[config.mk]
export PLATFORM = sky130hd
export DESIGN_NAME = prco_mem_wb
export DESIGN_NICKNAME = d
export VERILOG_FILES = /design/src/rtl/prco_mem_wb.sv
export SDC_FILE = /design/constraint.sdc
export NUM_CORES = 1
export LEC_CHECK = 0
export CAP_MARGIN = 20
export CORE_ASPECT_RATIO = 0.8
export CORE_MARGIN = 2
export CORE_UTILIZATION = 45
export DETAILED_ROUTE_END_ITERATION = 16
export GPL_ROUTABILITY_DRIVEN = 0
export PLACE_DENSITY = 0.85
export SLEW_MARGIN = 20
export SYNTH_ARGS = -nofsm -noshare
export SYNTH_HDL_FRONTEND = slang
export SYNTH_SLANG_ARGS = --single-unit
[constraint.sdc]
create_clock -name i_clk -period 4.9 [get_ports i_clk]
set_clock_uncertainty 0.2 [all_clocks]
set_input_delay 0.735 -clock i_clk [delete_from_list [all_inputs] [get_ports i_clk]]
set_output_delay 0.735 -clock i_clk [all_outputs]
set_load 0.05 [all_outputs]
[src/rtl/prco_mem_wb.sv]
// prco_mem_wb: memory-access / write-back stage behind the ALU.
//   Runs LW/SW on the data-RAM port, writes results to the register file,
//   issues PC redirects, and holds q_busy while a RAM access is in flight.
// Ports:
//   i_clk, i_reset (sync, active-high)
//   i_ce_ram / i_ce_reg   : one-cycle strobes from the ALU (RAM path wins)
//   i_op, i_result, i_store_data, i_dst_reg, i_should_branch : ALU payload
//   i_ram_ack, i_ram_rdata                : RAM response
//   q_ram_req/we/addr/wdata               : RAM request, held until ack
//   q_reg_we/sel/wdata                    : register-file write (pulse)
//   q_pc_load/q_pc_value                  : PC redirect (pulse)
//   q_busy, q_done (pulse), q_fault (sticky RAM timeout)
// Optional feature: define PRCO_MEM_WB_TIMEOUT_EN to abort a RAM access
// after TIMEOUT_CYCLES wait cycles; otherwise RAM_WAIT waits forever and
// q_fault is tied low.

`ifndef PRCO_OP_NOP
`define PRCO_OP_NOP 5'h00
`endif
`ifndef PRCO_OP_ADD
`define PRCO_OP_ADD 5'h01
`endif
`ifndef PRCO_OP_CMP
`define PRCO_OP_CMP 5'h07
`endif
`ifndef PRCO_OP_JMP
`define PRCO_OP_JMP 5'h0C
`endif
`ifndef PRCO_OP_LW
`define PRCO_OP_LW 5'h10
`endif
`ifndef PRCO_OP_SW
`define PRCO_OP_SW 5'h11
`endif
`ifndef REG_SR
`define REG_SR 3'd7
`endif

module prco_mem_wb #(
  parameter int DATA_W         = 16,
  parameter int REG_SEL_W      = 3,
  parameter int TIMEOUT_CYCLES = 255
) (
  input  logic                 i_clk,
  input  logic                 i_reset,
  input  logic                 i_ce_ram,
  input  logic                 i_ce_reg,
  input  logic [4:0]           i_op,
  input  logic [DATA_W-1:0]    i_result,
  input  logic [DATA_W-1:0]    i_store_data,
  input  logic [REG_SEL_W-1:0] i_dst_reg,
  input  logic                 i_should_branch,
  input  logic                 i_ram_ack,
  input  logic [DATA_W-1:0]    i_ram_rdata,
  output logic                 q_ram_req,
  output logic                 q_ram_we,
  output logic [DATA_W-1:0]    q_ram_addr,
  output logic [DATA_W-1:0]    q_ram_wdata,
  output logic                 q_reg_we,
  output logic [REG_SEL_W-1:0] q_reg_sel,
  output logic [DATA_W-1:0]    q_reg_wdata,
  output logic                 q_pc_load,
  output logic [DATA_W-1:0]    q_pc_value,
  output logic                 q_busy,
  output logic                 q_done,
  output logic                 q_fault
);

  typedef enum logic [1:0] {IDLE, RAM_WAIT, WRITEBACK} state_e;

  state_e                state_q, state_d;
  logic                  ram_req_q, ram_req_d, ram_we_q, ram_we_d;
  logic [DATA_W-1:0]     ram_addr_q, ram_addr_d, ram_wdata_q, ram_wdata_d;
  logic                  reg_we_q, reg_we_d;
  logic [REG_SEL_W-1:0]  reg_sel_q, reg_sel_d, dst_q, dst_d;
  logic [DATA_W-1:0]     reg_wdata_q, reg_wdata_d, pc_value_q, pc_value_d;
  logic                  pc_load_q, pc_load_d, busy_q, busy_d, done_q, done_d;
  // While waiting, ram_we_q doubles as the latched "this is a SW" flag.
  logic                  is_sw;
  assign is_sw = ram_we_q;

`ifdef PRCO_MEM_WB_TIMEOUT_EN
  localparam logic [7:0] TMO_LAST = 8'(TIMEOUT_CYCLES - 1);
  logic [7:0] cnt_q, cnt_d;
  logic       fault_q, fault_d;
`else
  logic unused_tmo;
  assign unused_tmo = ^TIMEOUT_CYCLES;
`endif

  always_comb begin
    state_d     = state_q;
    ram_req_d   = ram_req_q;
    ram_we_d    = ram_we_q;
    ram_addr_d  = ram_addr_q;
    ram_wdata_d = ram_wdata_q;
    reg_sel_d   = reg_sel_q;
    reg_wdata_d = reg_wdata_q;
    pc_value_d  = pc_value_q;
    dst_d       = dst_q;
    busy_d      = busy_q;
    reg_we_d    = 1'b0;
    pc_load_d   = 1'b0;
    done_d      = 1'b0;
`ifdef PRCO_MEM_WB_TIMEOUT_EN
    cnt_d       = cnt_q;
    fault_d     = fault_q;
`endif
    case (state_q)
      IDLE: begin
        if (i_ce_ram) begin
          ram_req_d   = 1'b1;
          ram_we_d    = (i_op == `PRCO_OP_SW);
          ram_addr_d  = i_result;
          ram_wdata_d = i_store_data;
          dst_d       = i_dst_reg;
          busy_d      = 1'b1;
          state_d     = RAM_WAIT;
`ifdef PRCO_MEM_WB_TIMEOUT_EN
          cnt_d       = 8'd0;
`endif
        end else if (i_ce_reg) begin
          done_d = 1'b1;
          if (i_should_branch) begin
            pc_load_d  = 1'b1;
            pc_value_d = i_result;
          end else if (i_op != `PRCO_OP_NOP) begin
            reg_we_d    = 1'b1;
            reg_sel_d   = (i_op == `PRCO_OP_CMP) ? `REG_SR : i_dst_reg;
            reg_wdata_d = i_result;
          end
        end
      end
      RAM_WAIT: begin
        if (i_ram_ack) begin
          ram_req_d = 1'b0;
          ram_we_d  = 1'b0;
          if (is_sw) begin
            done_d  = 1'b1;
            busy_d  = 1'b0;
            state_d = IDLE;
          end else begin
            reg_wdata_d = i_ram_rdata;
            state_d     = WRITEBACK;
          end
        end
`ifdef PRCO_MEM_WB_TIMEOUT_EN
        // Ack is checked first so a same-cycle ack beats the timeout.
        else if (cnt_q == TMO_LAST) begin
          ram_req_d = 1'b0;
          ram_we_d  = 1'b0;
          fault_d   = 1'b1;
          done_d    = 1'b1;
          busy_d    = 1'b0;
          state_d   = IDLE;
        end else begin
          cnt_d = cnt_q + 8'd1;
        end
`endif
      end
      WRITEBACK: begin
        reg_we_d  = 1'b1;
        reg_sel_d = dst_q;
        done_d    = 1'b1;
        busy_d    = 1'b0;
        state_d   = IDLE;
      end
      default: state_d = IDLE;
    endcase
  end

  always_ff @(posedge i_clk) begin
    if (i_reset) begin
      state_q     <= IDLE;
      ram_req_q   <= 1'b0;
      ram_we_q    <= 1'b0;
      ram_addr_q  <= '0;
      ram_wdata_q <= '0;
      reg_we_q    <= 1'b0;
      reg_sel_q   <= '0;
      reg_wdata_q <= '0;
      pc_load_q   <= 1'b0;
      pc_value_q  <= '0;
      dst_q       <= '0;
      busy_q      <= 1'b0;
      done_q      <= 1'b0;
`ifdef PRCO_MEM_WB_TIMEOUT_EN
      cnt_q       <= 8'd0;
      fault_q     <= 1'b0;
`endif
    end else begin
      state_q     <= state_d;
      ram_req_q   <= ram_req_d;
      ram_we_q    <= ram_we_d;
      ram_addr_q  <= ram_addr_d;
      ram_wdata_q <= ram_wdata_d;
      reg_we_q    <= reg_we_d;
      reg_sel_q   <= reg_sel_d;
      reg_wdata_q <= reg_wdata_d;
      pc_load_q   <= pc_load_d;
      pc_value_q  <= pc_value_d;
      dst_q       <= dst_d;
      busy_q      <= busy_d;
      done_q      <= done_d;
`ifdef PRCO_MEM_WB_TIMEOUT_EN
      cnt_q       <= cnt_d;
      fault_q     <= fault_d;
`endif
    end
  end

  assign q_ram_req   = ram_req_q;
  assign q_ram_we    = ram_we_q;
  assign q_ram_addr  = ram_addr_q;
  assign q_ram_wdata = ram_wdata_q;
  assign q_reg_we    = reg_we_q;
  assign q_reg_sel   = reg_sel_q;
  assign q_reg_wdata = reg_wdata_q;
  assign q_pc_load   = pc_load_q;
  assign q_pc_value  = pc_value_q;
  assign q_busy      = busy_q;
  assign q_done      = done_q;
`ifdef PRCO_MEM_WB_TIMEOUT_EN
  assign q_fault     = fault_q;
`else
  assign q_fault     = 1'b0;
`endif

endmodule

==> impl_metrics.toml <==
[detailed_routing]
first_iter_violations = 166
drtAntennaViolNets = 0
vias = 3009
wl_um = 9078
drc = 0
wl_per_cell_um = 15.57
drtPass1Iterations = 4
vias_per_cell = 5.161

[status]
status = "complete, no violations"

[critical_path]
arrival_ns = 2.65
crit_required_ns = 4.87
rr_worst_depth = 5
start_kind = "flip-flop"
worstReg2RegEnd = "q_reg_wdata[0]"
endpoint_kind = "flip-flop"
r2r_slack_ns = 2.22
critPathKind = "flip-flop to flip-flop"
path_max_fanout = 24
r2r-start = "state_q[1]"

[timing]
worst_slew_pin_slew_ns = 0.9171
min_period_over_period_pct = 54.65
max_freq_mhz = 373.4
rsz0062_at_grt = "no"
min_period_ns = 2.678
tns_ns = 0
finalMaxSlewViolations = 0
hold_violations = 0
slew_headroom_pct = 38.85
finalSetupViolations = 0

[floorplan]
initial_utilization_pct = 45.98
dieArea_um2 = 7662
die_w_um = 97.37
die_h_um = 78.69
rows = 27
ios = 136
coreArea_um2 = 6824

[power]
p_leak_nw = 1.677
peakVddDrop_mv = 0.2663
power_density_nw_per_um2 = 462.7
total_power_w = 0.002183

[cts]
clock_sinks = 78
cts_buffers = 9
htree_num_levels = 3
cts_resized = 0
postCtsSetupBuffers = 0
cts_hold_buf = 0
clock_latency_ns = 0.34
cts_tree = "done"
path_clk_slew_ns = 0.08
cts-root-buf = "clkbuf_8"
clk_path_buf_depth = 2

[min_path]
hold_start = "q_ram_wdata[0]"
hold-path-endpoint = "q_ram_wdata[0]"
hp-class = "flip-flop to flip-flop"
hold_depth = 2

[place]
hpwl_um = 6629
port_buffers = 134
placed_cells = 567

[global_route]
grt_pass1_vias = 2914
grt_overflow_total = 0
grt_pass1_wl_um = 14430
grt_max_degree = 41
track_usage_pct = 23.66
antenna_found_initial = 0

[flow_run]
maxCapViolations = 0

[logic_synthesis]
synth_cells = 369
synth_top_cell_by_area = "dfxtp_1"
yosysWarnings = 0
yosysUniqueCellTypes = 34
synth_top_area_share_pct = 49.76
syn_area_um2 = 3138
yosys-top-cells-area = "dfxtp_1, nand2_1, a21oi_1"
avgSynthCellArea_um2 = 8.504
yosysSeqAreaShare_pct = 49.76
syn_nets = 436
ys_seq_elements = 78

[cells_and_area]
drive_above_1_share_pct = 7.460
nets = 558
n_antenna_cell = 0
final_common_cell = "clkdlybuf4s50_1"
syn2layout_area_growth_pct = 50.36
fin_cells = 583
mostFrequentLayoutCells = "clkdlybuf4s50_1, nand2_1, dfxtp_1, a21oi_1, inv_1"
[metal layers]
layer / share of wire (%) / up-vias / GRT usage (%)
li1: - / 1497 / -
met1: 43 / 1387 / 30.46
met2: 46 / 121 / 37.93
met3: 10 / 4 / 9.331
met4: 0.48 / 0 / 5.278
met5: 0 / - / 0
[synth_stat cells]
| master | number |
|---|---|
| clkbuf_1 | 20 |
| buf_6 | 2 |
| nand2b_1 | 4 |
| mux2i_1 | 2 |
| dfxtp_1 | 78 |
| o21ai_0 | 4 |
| a221oi_2 | 11 |
| and3b_2 | 1 |
| conb_1 | 1 |
| inv_1 | 21 |
| buf_2 | 2 |
| nand3_1 | 3 |
| o221ai_1 | 3 |
| or4_1 | 1 |
| buf_4 | 1 |
| buf_1 | 1 |
| a21oi_1 | 58 |
| a311oi_1 | 2 |
| o311a_4 | 1 |
| o21bai_1 | 1 |
| nor2_1 | 8 |
| and2_1 | 2 |
| nand4b_1 | 1 |
| o21ai_2 | 1 |
| nor3_1 | 1 |
| nor2b_1 | 3 |
| nand2_1 | 106 |
| a21o_1 | 1 |
| o21ai_4 | 1 |
| ha_1 | 5 |
| o22ai_1 | 16 |
| or3_4 | 1 |
| a221oi_1 | 5 |
| o311ai_4 | 1 |
[metrics by stage]
| stage | worst slack, ns | hold WS, ns | area [µm²] | util (%) |
|---|---|---|---|---|
| after floorplan | 2.597 | 0.2312 | 3138 | - |
| final | 2.222 | 0.2545 | 4718 | 69.14 |
| after global placement | 1.924 | 0.2407 | 4487 | 65.75 |
| after global routing | 1.962 | 0.2706 | 4718 | 69.14 |
| after CTS | 2.234 | 0.2525 | 4718 | 69.14 |
| after detailed placement | 1.866 | 0.2412 | 4487 | 65.75 |
[cells by family (layout without fill, tap and decap cells)]
logic type,count (synthesis),count (layout),share of synthesized area (%)
simple gates,131,131,17.26
compound gates,105,105,23.92
flops,78,78,49.76
buf+inv,47,174,6.300
fa+ha+maj,5,5,1.994
mux,2,2,0.6380
other cells,1,1,0.1195
[worst max-delay path by stage]
| stage | startpoint | endpoint | slack, ns |
|---|---|---|---|
| floorplan | i_op[1] | q_reg_wdata[10] | 2.60 |
| detailed placement | i_op[1] | q_reg_wdata[1] | 1.87 |
| finish | state_q[1] | q_reg_wdata[0] | 2.22 |
| CTS | state_q[1] | q_reg_wdata[3] | 2.23 |
| global placement | i_op[1] | q_reg_wdata[1] | 1.92 |
| global route | state_q[1] | q_reg_wdata[4] | 1.96 |
[critical path: stages (launching register included)]
cell,delay [ns]
dfxtp_1,0.34
inv_1,0.10
ha_1,0.72
inv_1,0.19
o21ai_2,0.78
a221oi_1,0.17
[report_power, final]
part,switching (W),internal (W)
Clock,0.000239,0.000304
Combinational,0.000567,0.000299
Sequential,0.0000509,0.000723
Total,0.000857,0.00133
[registers in the layout, indices dropped and copies added, names as in the netlist, 2 cells and up]
register / cells
dst_q: 3
q_ram_wdata: 16
q_reg_sel: 3
q_ram_addr: 16
q_reg_wdata: 16
q_pc_value: 16
state_q: 2
[final cells by class]
cell class | count | area, µm²
Clock inverter | 6 | 93.84
Tap cell | 87 | 108.9
Timing Repair Buffer | 137 | 1359
Fill cell | 536 | 2106
Sequential cell | 78 | 1562
Multi-Input combinational cell | 244 | 1379
Inverter | 21 | 78.83
Clock buffer | 10 | 137.6
Note: power is estimated with default switching activity, not from simulation.
